<file path="src/rtl/seq_calculator.sv">
// Multi-cycle unsigned calculator: add/sub in one step, shift-add multiply and
// restoring divide over WIDTH iterations, with a busy/done handshake.
module seq_calculator #(
  parameter int WIDTH = 4
) (
  input  logic                 clk,
  input  logic                 rst,
  input  logic [WIDTH-1:0]     a,
  input  logic [WIDTH-1:0]     b,
  input  logic [1:0]           op,
  input  logic                 start,
  output logic                 busy,
  output logic                 done,
  output logic [2*WIDTH-1:0]   result,
  output logic [WIDTH-1:0]     remainder,
  output logic                 negative,
  output logic                 div_by_zero
);
  localparam int RW = 2 * WIDTH;
  localparam int CW = $clog2(WIDTH);
  localparam logic [CW-1:0] CNT_LAST = CW'(WIDTH - 1);

  localparam logic [1:0] OP_ADD = 2'b00;
  localparam logic [1:0] OP_SUB = 2'b01;
  localparam logic [1:0] OP_DIV = 2'b10;
  localparam logic [1:0] OP_MUL = 2'b11;

  typedef enum logic [1:0] {IDLE, RUN, DONE} state_t;

  state_t            state_q, state_d;
  logic [CW-1:0]     cnt_q, cnt_d;
  logic [RW-1:0]     result_q, result_d;
  logic [WIDTH-1:0]  rem_q, rem_d;
  logic              neg_q, neg_d;
  logic              dbz_q, dbz_d;
  logic [1:0]        op_q, op_d;
  logic [WIDTH-1:0]  b_q, b_d;
  logic [RW-1:0]     mcand_q, mcand_d;
  logic [WIDTH-1:0]  shift_q, shift_d;
  logic [RW-1:0]     acc_q, acc_d;

  logic [RW-1:0]     prod;
  logic [WIDTH:0]    r_sh;
  logic [WIDTH:0]    r_new;
  logic              qbit;
  logic [WIDTH-1:0]  q_nx;

  function automatic logic [RW-1:0] abs_diff(input logic [WIDTH-1:0] x,
                                             input logic [WIDTH-1:0] y);
    return (x >= y) ? RW'(x - y) : RW'(y - x);
  endfunction

  // Multiply: shift_q holds the multiplier (LSB first), mcand_q the shifted multiplicand.
  // Divide: shift_q shifts the dividend out MSB first while quotient bits enter at the LSB.
  assign prod  = acc_q + (shift_q[0] ? mcand_q : '0);
  assign r_sh  = {acc_q[WIDTH-1:0], shift_q[WIDTH-1]};
  assign qbit  = (r_sh >= {1'b0, b_q});
  assign r_new = qbit ? (r_sh - {1'b0, b_q}) : r_sh;
  assign q_nx  = {shift_q[WIDTH-2:0], qbit};

  always_comb begin
    state_d  = state_q;
    cnt_d    = cnt_q;
    result_d = result_q;
    rem_d    = rem_q;
    neg_d    = neg_q;
    dbz_d    = dbz_q;
    op_d     = op_q;
    b_d      = b_q;
    mcand_d  = mcand_q;
    shift_d  = shift_q;
    acc_d    = acc_q;
    unique case (state_q)
      IDLE: begin
        if (start) begin
          op_d  = op;
          b_d   = b;
          neg_d = 1'b0;
          dbz_d = 1'b0;
          cnt_d = '0;
          unique case (op)
            OP_ADD: begin
              result_d = RW'(a) + RW'(b);
              rem_d    = '0;
              state_d  = DONE;
            end
            OP_SUB: begin
              result_d = abs_diff(a, b);
              rem_d    = '0;
              neg_d    = (a < b);
              state_d  = DONE;
            end
            OP_MUL: begin
              mcand_d = RW'(a);
              shift_d = b;
              acc_d   = '0;
              state_d = RUN;
            end
            default: begin
              if (b == '0) begin
                result_d = '1;
                rem_d    = a;
                dbz_d    = 1'b1;
                state_d  = DONE;
              end else begin
                shift_d = a;
                acc_d   = '0;
                state_d = RUN;
              end
            end
          endcase
        end
      end
      RUN: begin
        cnt_d = cnt_q + 1'b1;
        if (op_q == OP_MUL) begin
          acc_d   = prod;
          mcand_d = mcand_q << 1;
          shift_d = shift_q >> 1;
        end else begin
          acc_d   = RW'(r_new);
          shift_d = q_nx;
        end
        if (cnt_q == CNT_LAST) begin
          cnt_d   = '0;
          state_d = DONE;
          if (op_q == OP_MUL) begin
            result_d = prod;
            rem_d    = '0;
          end else begin
            result_d = RW'(q_nx);
            rem_d    = r_new[WIDTH-1:0];
          end
        end
      end
      DONE: state_d = IDLE;
      default: state_d = IDLE;
    endcase
  end

  always_ff @(posedge clk) begin
    if (rst) begin
      state_q  <= IDLE;
      cnt_q    <= '0;
      result_q <= '0;
      rem_q    <= '0;
      neg_q    <= 1'b0;
      dbz_q    <= 1'b0;
    end else begin
      state_q  <= state_d;
      cnt_q    <= cnt_d;
      result_q <= result_d;
      rem_q    <= rem_d;
      neg_q    <= neg_d;
      dbz_q    <= dbz_d;
    end
  end

  // Working datapath registers carry no reset; they are reloaded on every accepted start.
  always_ff @(posedge clk) begin
    op_q    <= op_d;
    b_q     <= b_d;
    mcand_q <= mcand_d;
    shift_q <= shift_d;
    acc_q   <= acc_d;
  end

  assign busy        = (state_q != IDLE);
  assign done        = (state_q == DONE);
  assign result      = result_q;
  assign remainder   = rem_q;
  assign negative    = neg_q;
  assign div_by_zero = dbz_q;
endmodule

</file>
<file path="config.mk">
export PLATFORM = sky130hd
export DESIGN_NAME = seq_calculator
export DESIGN_NICKNAME = d
export VERILOG_FILES = /design/src/rtl/seq_calculator.sv
export SDC_FILE = /design/constraint.sdc
export NUM_CORES = 1
export LEC_CHECK = 0
export ABC_AREA = 1
export BUFFER_PORTS_ARGS = -buffer_cell sky130_fd_sc_hd__buf_2
export CAP_MARGIN = 30
export CELL_PAD_IN_SITES_DETAIL_PLACEMENT = 1
export CELL_PAD_IN_SITES_GLOBAL_PLACEMENT = 2
export CORE_MARGIN = 2
export CORE_UTILIZATION = 35
export DETAILED_ROUTE_END_ITERATION = 8
export GPL_ROUTABILITY_DRIVEN = 1
export MAX_ROUTING_LAYER = met4
export PLACE_DENSITY_LB_ADDON = 0.1
export SLEW_MARGIN = 20
export SYNTH_ARGS = -nofsm -noshare
export SYNTH_HDL_FRONTEND = slang
export SYNTH_SLANG_ARGS = --single-unit
</file>
<file path="constraint.sdc">
create_clock -name clk -period 2.45 [get_ports clk]
set_clock_uncertainty 0.2 [all_clocks]
set_input_delay 0.245 -clock clk [delete_from_list [all_inputs] [get_ports clk]]
set_output_delay 0.245 -clock clk [all_outputs]
set_load 0.05 [all_outputs]
</file>
==> reports/qor.csv, run 1 <==
metric,value,unit
outcome,finished clean,
synth_edf_count,26,
synth_top_family_by_area,simple AND/OR/NAND/NOR gates,
finalSetupViolCount,0,
synth_xor_area_frac,0.0205,
post-route-min-period,2.31,ns
start_util,0.362,
synth.top_cells.by_area,"edfxtp_1, dfxtp_1, nand2_1, ha_1, inv_1",
clock_latency,0.31,ns
drc,0,
wl,8900,um
critical_path_arrival,2.31,ns
pwr-share-comb,0.308,
vias_per_cell,4.97,
grt-ovfl-total,0,
synth_cell_types,33,
die-area,9290,um2
dp_hpwl,7080,um
multi_input_area,1580,um2
final_cells,543,
synth_top_area_frac,0.261,
wl_per_cell,16.4,um
period_share,0.941,
die_w,96.4,um
end_kind,flip-flop,
die_height,96.4,um
yosysTopAreaCell,edfxtp_1,
grt_antenna_before_repair,0,
drtIter0Drc,121,
regArea,1140,um2
max-slew-margin-rel,0.510,
crit_fanout,4,
switching_share,0.359,
yosysWarningCount,0,
clock.fmax,434,MHz
synthCells,388,
seq_area_frac_synth,0.382,
synth_seq_cells,44,
worstMarginPinSlew,0.733,ns
final_area,3530,um2
fin_nets,479,
root_buffer,clkbuf_8,
clock_sinks,44,
vias,2698,
power_density,614,nW/um2
rsz0062_at_grt,true,
htree_levels,2,
peakVddDrop,0.246,mV
synth_mux_area_frac,0,
synthArstFlopShare,0,
numCtsBuffers,5,
layout-drive-gt1-share,0.153,
internal_power,1390,uW
n_fill_cell,1060,
synth_area,2990,um2
ios,29,
grt_pass1_wl,14200,um
synth_commonest_cells,"nand2_1, inv_1, a21oi_1, nor2_1, edfxtp_1",
hold_path_class,in -> reg,
cts.clk_slew.worst_paths,0.10,ns
grt_use_total,0.210,
diodes,0,
finalHoldViolCount,0,
required,2.46,ns
syn_area_per_cell,7.70,um2
critPathLaunchType,primary input,
synth_compound_area_frac,0.140,
grt_max_degree,17,
synth_most_common_cell,nand2_1,
p_clk_frac,0.277,
routabilityCongestion,0.847,
synthAdderAreaFrac,0.134,
finalMaxSlewViolations,0,
synth_nets,430,
synth-simple-area-share,0.230,
critical_path_class,in -> reg,
p_sw,777,uW
port_buffers,28,
p_seq_frac,0.415,
placed_area,3330,um2
cts_tree,built,
firstDrtPassIters,4,
rows,33,
dominantRegCellSynth,edfxtp_1,
syn_to_final_growth,18.1,%
p_leak,0.00179,uW
dp_cells,527,
final_antenna_net_count,0,
grt_pass1_vias,2770,
maxCapViolations,0,
cts_buffer_depth,2,
core-area,8260,um2
-- cells by family after synthesis --
family,after synthesis
simple gates,160
flops,44
buf+inv,72
xor+xnor,7
compound gates,76
fa+ha+maj,29
-- metrics by stage --
stage          utilization  TNS (ns)  setup WS (ns)  hold WS, ns  total power, uW
6_report             0.427         0          0.144       0.0303             2170
3_3_place_gp         0.403         0         0.0666        0.237             1560
4_1_cts              0.422         0         0.0442     0.000428             2170
2_1_floorplan            -         0          0.355        0.114             1350
5_1_grt              0.427  -0.00745       -0.00745       0.0230             2290
3_5_place_dp         0.403         0         0.0808        0.241             1570
-- power by group through the flow --
stage	Combinational, uW	Clock [uW]	Sequential [uW]
after CTS	662	609	899
after detailed placement	653	0	915
after global placement	642	0	914
after global routing	749	631	906
final	667	601	899
after floorplan	382	0	972
-- flip-flops by register name (all words and copies together) (netlist names) --
| register | flops |
|---|---|
| state_q | 2 |
| remainder | 4 |
| shift_q | 4 |
| cnt_q | 2 |
| mcand_q | 8 |
| result | 8 |
| op_q | 2 |
| b_q | 4 |
| negative | 1 |
| acc_q | 8 |
| div_by_zero | 1 |
-- repair_timing --
action,CTS,global route
hold buffers,4,1
endpoints found under the setup margin,0,7
hold endpoints to repair,5,1
buffers inserted,0,3
gates resized for setup,0,4
-- critical path, stage by stage --
cell and delay (ns):
dlygate4sd3_1 0.54, buf_2 0.15, ha_1 0.22, fa_2 0.38, a21oi_2 0.21, nor2_1 0.06
o211ai_1 0.23, nand2_1 0.09, nor2_1 0.11, a21oi_1 0.07
-- final timing paths --
path,end,startpoint,depth (start not counted),slack [ns]
max,result[4],b[0],10,0.14
min,op_q[1],op[1],1,0.03
max reg2reg,result[3],shift_q[0],11,0.20
min reg2reg,cnt_q[1],cnt_q[1],2,0.27
-- area by class of cell --
type	count	share of cell area
Timing Repair Buffer	50	0.0901
Clock buffer	5	0.0195
Clock inverter	3	0.0131
Sequential cell	44	0.323
Tap cell	105	0.0372
Inverter	64	0.0684
Multi-Input combinational cell	272	0.448
-- metal layers --
layer | global-route usage | wire length (um) | vias up
met5 | - | 0 | -
met4 | 0.0599 | 140 | 0
met3 | 0.0217 | 230 | 11
met2 | 0.345 | 4220 | 34
met1 | 0.275 | 4310 | 1285
li1 | - | - | 1368
-- cell usage in the layout (no fill, tap or decap), types with 2 or more instances in the layout --
cell type      Yosys  final
nand2_1           87     86
inv_1             62     62
nor2_1            33     33
a21oi_1           34     33
buf_2              2     28
edfxtp_1          26     26
ha_1              24     24
nand3_1           22     22
o21ai_0           19     18
dfxtp_1           18     18
buf_4              1     17
o21ai_1           10     11
o211ai_1           5      5
nand4_1            5      5
nor3_1             5      5
xor2_1             5      5
clkbuf_8           0      5
dlygate4sd3_1      0      5
nor2_4             4      4
fa_1               5      4
nand2_2            2      3
xnor2_1            2      2
Power figures use the tool's default switching activity.
==> run 2: changes to the inputs <==
--- a/config.mk
+++ b/config.mk
@@ -16,6 +16,7 @@
 export GPL_ROUTABILITY_DRIVEN = 1
 export MAX_ROUTING_LAYER = met4
 export PLACE_DENSITY_LB_ADDON = 0.1
+export RECOVER_POWER = 100
 export SLEW_MARGIN = 20
 export SYNTH_ARGS = -nofsm -noshare
 export SYNTH_HDL_FRONTEND = slang
==> reports/qor.csv, run 2 (same netlist as run 1, synthesis figures left out) <==
metric,value,unit
outcome,finished clean,
critPathLaunchType,primary input,
diodes,0,
hold_slack,0.0293,ns
start_util,0.362,
finalCoreUtilization,0.423,
rsz0062_at_grt,true,
post-route-min-period,2.30,ns
cts.clk_slew.worst_paths,0.10,ns
port_buffers,28,
cts_buffer_depth,2,
peakVddDrop,0.246,mV
grt_util_met3,0.0217,
post-place-ws,0.0808,ns
top_usage_layer,met2,
crit_fanout,4,
setup_ws,0.146,ns
ios,29,
routabilityCongestion,0.847,
vias,2709,
htree_levels,2,
clock.fmax,434,MHz
mostFrequentLayoutCells,"nand2_1, inv_1, nor2_1",
holdPathEnd,op_q[1],
grt_use_total,0.210,
required,2.46,ns
die_height,96.4,um
mostFrequentLayoutCell,nand2_1,
rr_endpoint,result[4],
cts_tree,built,
die_w,96.4,um
final_antenna_net_count,0,
hold_path_depth,1,
firstDrtPassIters,4,
critical_path_arrival,2.31,ns
rows,33,
dp_hpwl,7080,um
ff2ff_path_depth,10,
use_met1,0.275,
finalSetupViolCount,0,
critical_path_class,in -> reg,
p_leak,0.00176,uW
end_kind,flip-flop,
grt_antenna_before_repair,0,
vias_per_cell,4.99,
power_density,617,nW/um2
wl_per_cell,16.4,um
critPathLaunch,b[0],
grt_pass1_vias,2770,
min_from,op[1],
root_buffer,clkbuf_8,
numCtsBuffers,5,
drtIter0Drc,117,
period_share,0.941,
grt_max_degree,17,
syn_to_final_growth,17.0,%
maxCapViolations,0,
final_area,3490,um2
worstMarginPinSlew,0.726,ns
die-area,9290,um2
drc,0,
layout-drive-gt1-share,0.137,
grt_pass1_wl,14200,um
use_met2,0.345,
clock_sinks,44,
fin_nets,479,
wl,8910,um
clock_latency,0.31,ns
finalHoldViolCount,0,
hold_path_class,in -> reg,
finalMaxSlewViolations,0,
r2r_slack,0.19,ns
grt-ovfl-total,0,
placed_area,3330,um2
core-area,8260,um2
r2r-start,state_q[0],
max-slew-margin-rel,0.515,
## run 2: cell types whose count changed in the layout (fill, tap and decap cells not counted), sizes merged
cell,change
buf,-9
clkbuf,+9
## run 2: final cells by class
type,instances,area [um2]
clock buffers,5,68.8
clock inverters,3,46.3
fillers,1063,4760
inverters,64,241
multi-input cells,272,1570
flip-flops and latches,44,1140
well taps,105,131
repair buffers,50,299
## run 2: worst max-delay path by stage
stage,slack [ns],to,cells after the start
after floorplan,0.35,result[6],13
after global placement,0.07,acc_q[1],6
after detailed placement,0.08,acc_q[0],6
after CTS,0.04,result[4],10
after global routing,-0.007,result[5],13
final,0.15,result[4],10
## run 2: layer usage
layer | vias to the layer above | routed length, um | part of all wire
met5 | - | 0 | 0
met4 | 0 | 187 | 0.021
met3 | 15 | 213 | 0.024
met1 | 1287 | 4330 | 0.49
li1 | 1365 | - | -
met2 | 42 | 4190 | 0.47
## run 2: repair_timing
item / in CTS / in global routing
hold endpoints to repair: 5 / 1
gates resized for setup: 0 / 4
hold buffers: 4 / 1
buffers inserted: 0 / 3
endpoints found under the setup margin: 0 / 7
## run 2: where the power goes
part,total (uW),switching (uW),leakage [uW],internal [uW]
Combinational,658,443,0.00131,214
Clock,601,293,0.0000548,308
Sequential,898,38.8,0.000397,859
Total,2160,775,0.00176,1380
## run 2: metrics by stage
stage | cells | total power, uW | setup TNS [ns]
6_report | 543 | 2160 | 0
3_5_place_dp | 527 | 1570 | 0
4_1_cts | 539 | 2170 | 0
3_3_place_gp | 527 | 1560 | 0
5_1_grt | 543 | 2270 | -0.00996
2_1_floorplan | 388 | 1350 | 0
## run 2: critical path, stage by stage
cell and delay [ns]:
dlygate4sd3_1 0.54, buf_2 0.15, ha_1 0.22, fa_2 0.38
a21oi_2 0.20, nor2_1 0.06, o211ai_1 0.23, nand2_1 0.09
nor2_1 0.11, a21oi_1 0.07
